### src/rtl/subtrator_serial.sv
// rtl/subtrator_serial.sv - bit-serial LSB-first subtractor (s = a - b) behind a start/done handshake
//
// Ports:
//   clk_i    in   clock, rising edge
//   rst_ni   in   asynchronous active-low reset
//   start_i  in   launch request, honoured only while busy_o=0
//   a_i      in   [WIDTH-1:0] minuend, captured on an accepted start
//   b_i      in   [WIDTH-1:0] subtrahend, captured on an accepted start
//   busy_o   out  high while bits are being processed (RUN)
//   done_o   out  one-cycle pulse when s_o/bo_o carry a fresh result
//   s_o      out  [WIDTH-1:0] (a - b) mod 2^WIDTH, held until the next result
//   bo_o     out  borrow out, 1 when a < b unsigned
//   ovf_o    out  two's-complement overflow, only when SUBTRATOR_SERIAL_OVF_EN is defined
module subtrator_serial #(
  parameter int  WIDTH = 4,
  localparam int CNT_W = $clog2(WIDTH + 1)
) (
  input  logic             clk_i,
  input  logic             rst_ni,
  input  logic             start_i,
  input  logic [WIDTH-1:0] a_i,
  input  logic [WIDTH-1:0] b_i,
  output logic             busy_o,
  output logic             done_o,
  output logic [WIDTH-1:0] s_o,
  output logic             bo_o
`ifdef SUBTRATOR_SERIAL_OVF_EN
  ,
  output logic             ovf_o
`endif
);

  typedef enum logic [1:0] {
    IDLE = 2'd0,
    RUN  = 2'd1,
    DONE = 2'd2
  } state_t;

  state_t             state_q, state_d;
  logic [WIDTH-1:0]   a_sh, b_sh;
  // Holds the WIDTH-1 difference bits produced so far; the final bit is
  // merged in combinationally when the result is committed.
  logic [WIDTH-2:0]   r_sh;
  logic [CNT_W-1:0]   cnt;
  logic               br;
  logic [WIDTH-1:0]   s_q;
  logic               bo_q;

  logic               ak, bk, d, br_n, last, accept;
  logic [WIDTH-1:0]   r_next;

  always_comb begin
    state_d = state_q;
    ak      = a_sh[0];
    bk      = b_sh[0];
    d       = ak ^ bk ^ br;
    br_n    = (~ak & bk) | (~(ak ^ bk) & br);
    r_next  = {d, r_sh};
    last    = (cnt == CNT_W'(WIDTH - 1));
    // DONE may relaunch directly, so a start is honoured in any non-RUN state.
    accept  = start_i && (state_q != RUN);
    case (state_q)
      IDLE:    if (start_i) state_d = RUN;
      RUN:     if (last) state_d = DONE;
      DONE:    state_d = start_i ? RUN : IDLE;
      default: state_d = IDLE;
    endcase
  end

  always_ff @(posedge clk_i or negedge rst_ni) begin
    if (!rst_ni) state_q <= IDLE;
    else         state_q <= state_d;
  end

  always_ff @(posedge clk_i or negedge rst_ni) begin
    if (!rst_ni) begin
      a_sh <= '0;
      b_sh <= '0;
      r_sh <= '0;
      cnt  <= '0;
      br   <= 1'b0;
      s_q  <= '0;
      bo_q <= 1'b0;
    end else if (accept) begin
      a_sh <= a_i;
      b_sh <= b_i;
      cnt  <= '0;
      br   <= 1'b0;
    end else if (state_q == RUN) begin
      a_sh <= a_sh >> 1;
      b_sh <= b_sh >> 1;
      r_sh <= r_next[WIDTH-1:1];
      cnt  <= cnt + CNT_W'(1);
      br   <= br_n;
      if (last) begin
        s_q  <= r_next;
        bo_q <= br_n;
      end
    end
  end

`ifdef SUBTRATOR_SERIAL_OVF_EN
  logic ovf_q;

  // On the MSB step br is the borrow into the sign bit and br_n the borrow out.
  always_ff @(posedge clk_i or negedge rst_ni) begin
    if (!rst_ni)                                  ovf_q <= 1'b0;
    else if (!accept && state_q == RUN && last)   ovf_q <= br ^ br_n;
  end

  assign ovf_o = ovf_q;
`endif

  assign busy_o = (state_q == RUN);
  assign done_o = (state_q == DONE);
  assign s_o    = s_q;
  assign bo_o   = bo_q;

endmodule
### config.mk
export PLATFORM = sky130hd
export DESIGN_NAME = subtrator_serial
export DESIGN_NICKNAME = d
export VERILOG_FILES = /design/src/rtl/subtrator_serial.sv
export SDC_FILE = /design/constraint.sdc
export NUM_CORES = 1
export LEC_CHECK = 0
export CORE_ASPECT_RATIO = 2
export CORE_UTILIZATION = 30
export CTS_CLUSTER_SIZE = 25
export DETAILED_ROUTE_END_ITERATION = 6
export GPL_ROUTABILITY_DRIVEN = 1
export PLACE_DENSITY_LB_ADDON = 0.15
export SYNTH_ARGS = -nofsm -noshare
export SYNTH_HDL_FRONTEND = slang
export SYNTH_SLANG_ARGS = --single-unit
### constraint.sdc
create_clock -name clk_i -period 4.49 [get_ports clk_i]
set_input_delay 0.449 -clock clk_i [delete_from_list [all_inputs] [get_ports clk_i]]
set_output_delay 0.449 -clock clk_i [all_outputs]
set_load 0.05 [all_outputs]
==> impl_metrics.toml, run 1 <==
[status]
outcome = "finished clean"

[grt]
track_usage = 0.107
overflow = 0
antenna_found_initial = 0
grt_pass1_vias = 657
grt_pass1_wl_um = 2930
grt_max_degree = 23

[yosys]
syn_area_per_cell_um2 = 14.5
syn-num-nets = 84
synthesis.area_um2 = 1020
yosysSeqAreaShare = 0.541
ys_warn_count = 0
netlist_instances = 70
ys_types = 16
ys_ff_latch = 22

[min_path]
min-delay-start = "b_sh[1]"
hp-class = "reg2reg"
holdPathEnd = "b_sh[0]"
hold-path-cell-count = 1

[layout]
area_delta_synth_final_pct = 23.7
layout_commonest_cell = "dfrtp_1"
fillCellCount = 327
multi_input_area_um2 = 419
antennaDiodeCount = 0
final_cell_area_um2 = 1260
seqCellArea_um2 = 551
fin_util = 0.395
nets = 104
final_cell_mix = "dfrtp_1 (22), clkdlybuf4s50_1 (17), mux2_2 (11)"
drive_gt1_frac = 0.281

[worst_setup_path]
critPathRequiredTime_ps = 4040
arrival_ps = 2200
rr_startpoint = "cnt[0]"
start_kind = "flip-flop"
crit_type = "reg2out"
critPathCaptureType = "output port"
reg2reg_depth = 4
worstPathMaxFanout = 13
r2r_end = "s_o[1]"
r2r_slack_ps = 2900

[placed_design]
io_buffers = 17
placed_cell_area_um2 = 1200
gp_congestion = 0.656
dpl.hpwl_um = 1180

[cts]
cts_buffer_depth = 2
cts_sinks = 22
cts_tree = "done"
numCtsBuffers = 3
clk_pin_slew_worst_paths_ps = 80
ctsHoldBuffers = 0
postCtsSetupBuffers = 0
cts-root-buf = "clkbuf_8"
clk-insertion-delay-late_ps = 260
cts_resized = 0
htree_levels = 1

[power]
fin_total_pwr_mw = 0.922
power.density_nw_per_um2 = 732
p_leak_nw = 0.587
ir_worst_vdd_uv = 323

[timing]
fin_crit_ps = 2650
skew_ps = 2.84
finalSetupViolCount = 0
setup_tns_ps = 0
hold_viol_final = 0
grt_setup_unrepaired = "false"
slew_headroom = 0.338
max_freq_ghz = 0.377
holdWs_ps = 485
drv_slew = 0
tightest_slew_ps = 990
period_share = 0.591

[floorplan]
initial_utilization = 0.319
std_cell_rows = 29
core_area_um2 = 3190
dieHeight_um = 84.4
io_pins = 18
die-width_um = 43.2
die_area_um2 = 3650

[routing]
wl_per_cell_um = 14.1
routed-via-count = 574
drcViolationCount = 0
viasPerCell = 4.78
drtIter0Drc = 3
routed_wirelength_um = 1690
ant_nets = 0
dr.pass1.iters = 2

[flow_run]
timing.max_cap.violations = 0
-- critical path, stage by stage, from the launching register on --
cell	delay, ps
dfrtp_1	380
nand2b_1	480
inv_2	240
clkdlybuf4s50_1	830
-- Yosys cell counts (all sizes together) --
library cell   n  area, um2
o22ai          1       6.26
nor2           2       7.51
nor2b          2       12.5
buf            2       22.5
nand3b         1       7.51
mux2          20        248
inv            7       26.3
nand2b         4       32.5
mux2i          6       60.1
dfrtp         22        551
fa             1       20.0
ha             2       25.0
-- logic make-up (layout without fill, tap and decap cells) --
logic type,after synthesis,count (layout),synth area share
adder cells (fa/ha/maj),3,3,0.0442
AO/OA/AOI/OAI,1,1,0.00615
buffers and inverters,9,28,0.0479
AND/OR/NAND/NOR,9,9,0.0590
flip-flops,22,22,0.541
multiplexers,26,26,0.302
-- power breakdown --
group	internal [mW]	switching, mW
Combinational	0.210	0.228
Clock	0.0782	0.0640
Sequential	0.289	0.0524
-- final cells by class --
| type | count | area share |
|---|---|---|
| Multi-Input combinational cell | 39 | 0.333 |
| Inverter | 7 | 0.0209 |
| Timing Repair Buffer | 17 | 0.135 |
| Clock buffer | 4 | 0.0437 |
| Tap cell | 31 | 0.0308 |
| Sequential cell | 22 | 0.437 |
-- routing by layer --
| layer | GRT usage | share of wire | wire [um] |
|---|---|---|---|
| met2 | 0.170 | 0.46 | 778 |
| met1 | 0.130 | 0.47 | 794 |
| met4 | 0.0661 | 0.024 | 40 |
| met3 | 0.0172 | 0.047 | 80 |
| met5 | 0 | 0 | 0 |
-- how the worst max path moves through the flow --
stage / slack (ps) / start / end
2_1_floorplan: 2950 / state_q[0] / done_o
5_1_grt: 1750 / state_q[1] / busy_o
3_5_place_dp: 2130 / state_q[1] / busy_o
3_3_place_gp: 2160 / state_q[1] / busy_o
6_report: 1840 / state_q[1] / busy_o
4_1_cts: 1830 / state_q[1] / busy_o
-- per-stage QoR --
| step | worst slack [ps] | instances |
|---|---|---|
| after floorplan | 2950 | 70 |
| after global placement | 2160 | 116 |
| after detailed placement | 2130 | 116 |
| after CTS | 1830 | 120 |
| after global routing | 1750 | 120 |
| final | 1840 | 120 |
-- registers in the layout, summed over array words and instances (netlist names) --
| name | count |
|---|---|
| r_sh | 3 |
| s_o | 4 |
| cnt | 3 |
| b_sh | 4 |
| state_q | 2 |
| br | 1 |
| a_sh | 4 |
| bo_o | 1 |
Power figures use the tool's default switching activity.
==> run 2: changes to the inputs <==
Clock period 4.49 ns to 2.6 ns, I/O delays scaled along.
==> impl_metrics.toml, run 2 (same netlist as run 1, synthesis figures left out) <==
[status]
outcome = "finished clean"

[power]
pwr-share-clk = 0.131
seqPwrFrac = 0.376
intPower_mw = 0.975
power.density_nw_per_um2 = 1240
switchingPower_mw = 0.593
p_leak_nw = 0.589
switching_share = 0.378
pwr-share-comb = 0.492
ir_worst_vdd_uv = 692

[worst_setup_path]
critPathRequiredTime_ps = 2340
cp_top_family = "buffers and inverters"
path_buf_inv = 2
start_kind = "flip-flop"
critPathCaptureType = "output port"
cp_cell_sequence = "nand2b_1, inv_2, clkdlybuf4s50_1"
crit_type = "reg2out"
cp_slowest_cell = "clkdlybuf4s50_1"
arrival_ps = 1740
slowest_delay_ps = 820
worstPathMaxFanout = 5

[floorplan]
io_pins = 18
dieHeight_um = 84.4
std_cell_rows = 29
die_area_um2 = 3650
initial_utilization = 0.319
die-width_um = 43.2
core_area_um2 = 3190

[timing]
max_freq_ghz = 0.500
fin_crit_ps = 2000
tightest_slew_ps = 610
slew_headroom = 0.592
skew_ps = 1.47
period_share = 0.769
hold_viol_final = 0
finalSetupViolCount = 0
drv_slew = 0
grt_setup_unrepaired = "false"
setup_tns_ps = 0

[layout]
layout.cells.non_filler = 121
drive_gt1_frac = 0.289
seqCellArea_um2 = 551
multi_input_area_um2 = 419
layout_commonest_cell = "dfrtp_1"
antennaDiodeCount = 0
fin_util = 0.395
final_cell_mix = "dfrtp_1 (22), clkdlybuf4s50_1 (17), mux2_2 (11)"
fillCellCount = 329
area_delta_synth_final_pct = 23.8
nets = 106

[placed_design]
io_buffers = 17
gp_congestion = 0.622
dpl.hpwl_um = 1200
dp_cells = 118

[cts]
cts_sinks = 22
clk_pin_slew_worst_paths_ps = 70
ctsHoldBuffers = 0
cts_resized = 0
htree_levels = 1
postCtsSetupBuffers = 0
cts_buffer_depth = 2
clk-insertion-delay-late_ps = 260
cts-root-buf = "clkbuf_8"
cts_tree = "done"
numCtsBuffers = 3

[routing]
viasPerCell = 4.76
wl_per_cell_um = 14.3
routed_wirelength_um = 1730
drcViolationCount = 0
dr.pass1.iters = 4
drtIter0Drc = 19
ant_nets = 0
routed-via-count = 576

[grt]
grt_max_degree = 23
overflow = 0
grt_pass1_wl_um = 2940
track_usage = 0.107
antenna_found_initial = 0
grt_pass1_vias = 644

[flow_run]
timing.max_cap.violations = 0

[min_path]
hp-class = "in2async"
run 2: cell count changes in the layout (fill, tap and decap cells not counted):
| cell | delta |
|---|---|
| buf_4 | +2 |
| clkbuf_8 | -1 |
run 2: per-layer routing:
layer	part of all wire	track usage
met4	0.013	0.0661
met5	0	0
met3	0.039	0.0194
met2	0.50	0.163
met1	0.44	0.138
run 2: power by group through the flow:
stage / Combinational [mW] / Sequential, mW / Clock [mW]
after floorplan: 0.449 / 0.714 / 0
after global placement: 0.768 / 0.595 / 0
after detailed placement: 0.776 / 0.600 / 0
after CTS: 0.783 / 0.594 / 0.219
after global routing: 0.840 / 0.610 / 0.225
final: 0.772 / 0.590 / 0.206
run 2: through the flow:
stage	setup WS (ps)	hold WS (ps)	power, mW	area [um2]
after floorplan	1160	-35.6	1.16	1020
after global placement	680	464	1.36	1220
after detailed placement	655	474	1.38	1220
after CTS	582	365	1.60	1260
after global routing	517	387	1.68	1260
final	599	357	1.57	1260
run 2: final timing paths:
kind | startpoint | end | slack (ps) | cells past startpoint
hold / removal | rst_ni | cnt[0] | 360 | 2
min in group clk_i | b_sh[2] | b_sh[1] | 490 | 1
max in group asynchronous | rst_ni | s_o[0] | 2020 | 2
setup / recovery | state_q[1] | busy_o | 600 | 3
setup reg to reg | cnt[0] | s_o[0] | 1000 | 4
hold reg to reg | b_sh[2] | b_sh[1] | 490 | 1
run 2: worst reg2reg max path: stages, from the launching register on:
cell and delay [ps]:
dfrtp_1 410, ha_1 220, ha_1 200, nand3b_1 280, mux2_2 380
run 2: layout make-up:
class,instances,share of cell area
well taps,31,0.0308
repair buffers,19,0.147
clock buffers,3,0.0327
flip-flops and latches,22,0.437
multi-input cells,39,0.332
inverters,7,0.0208
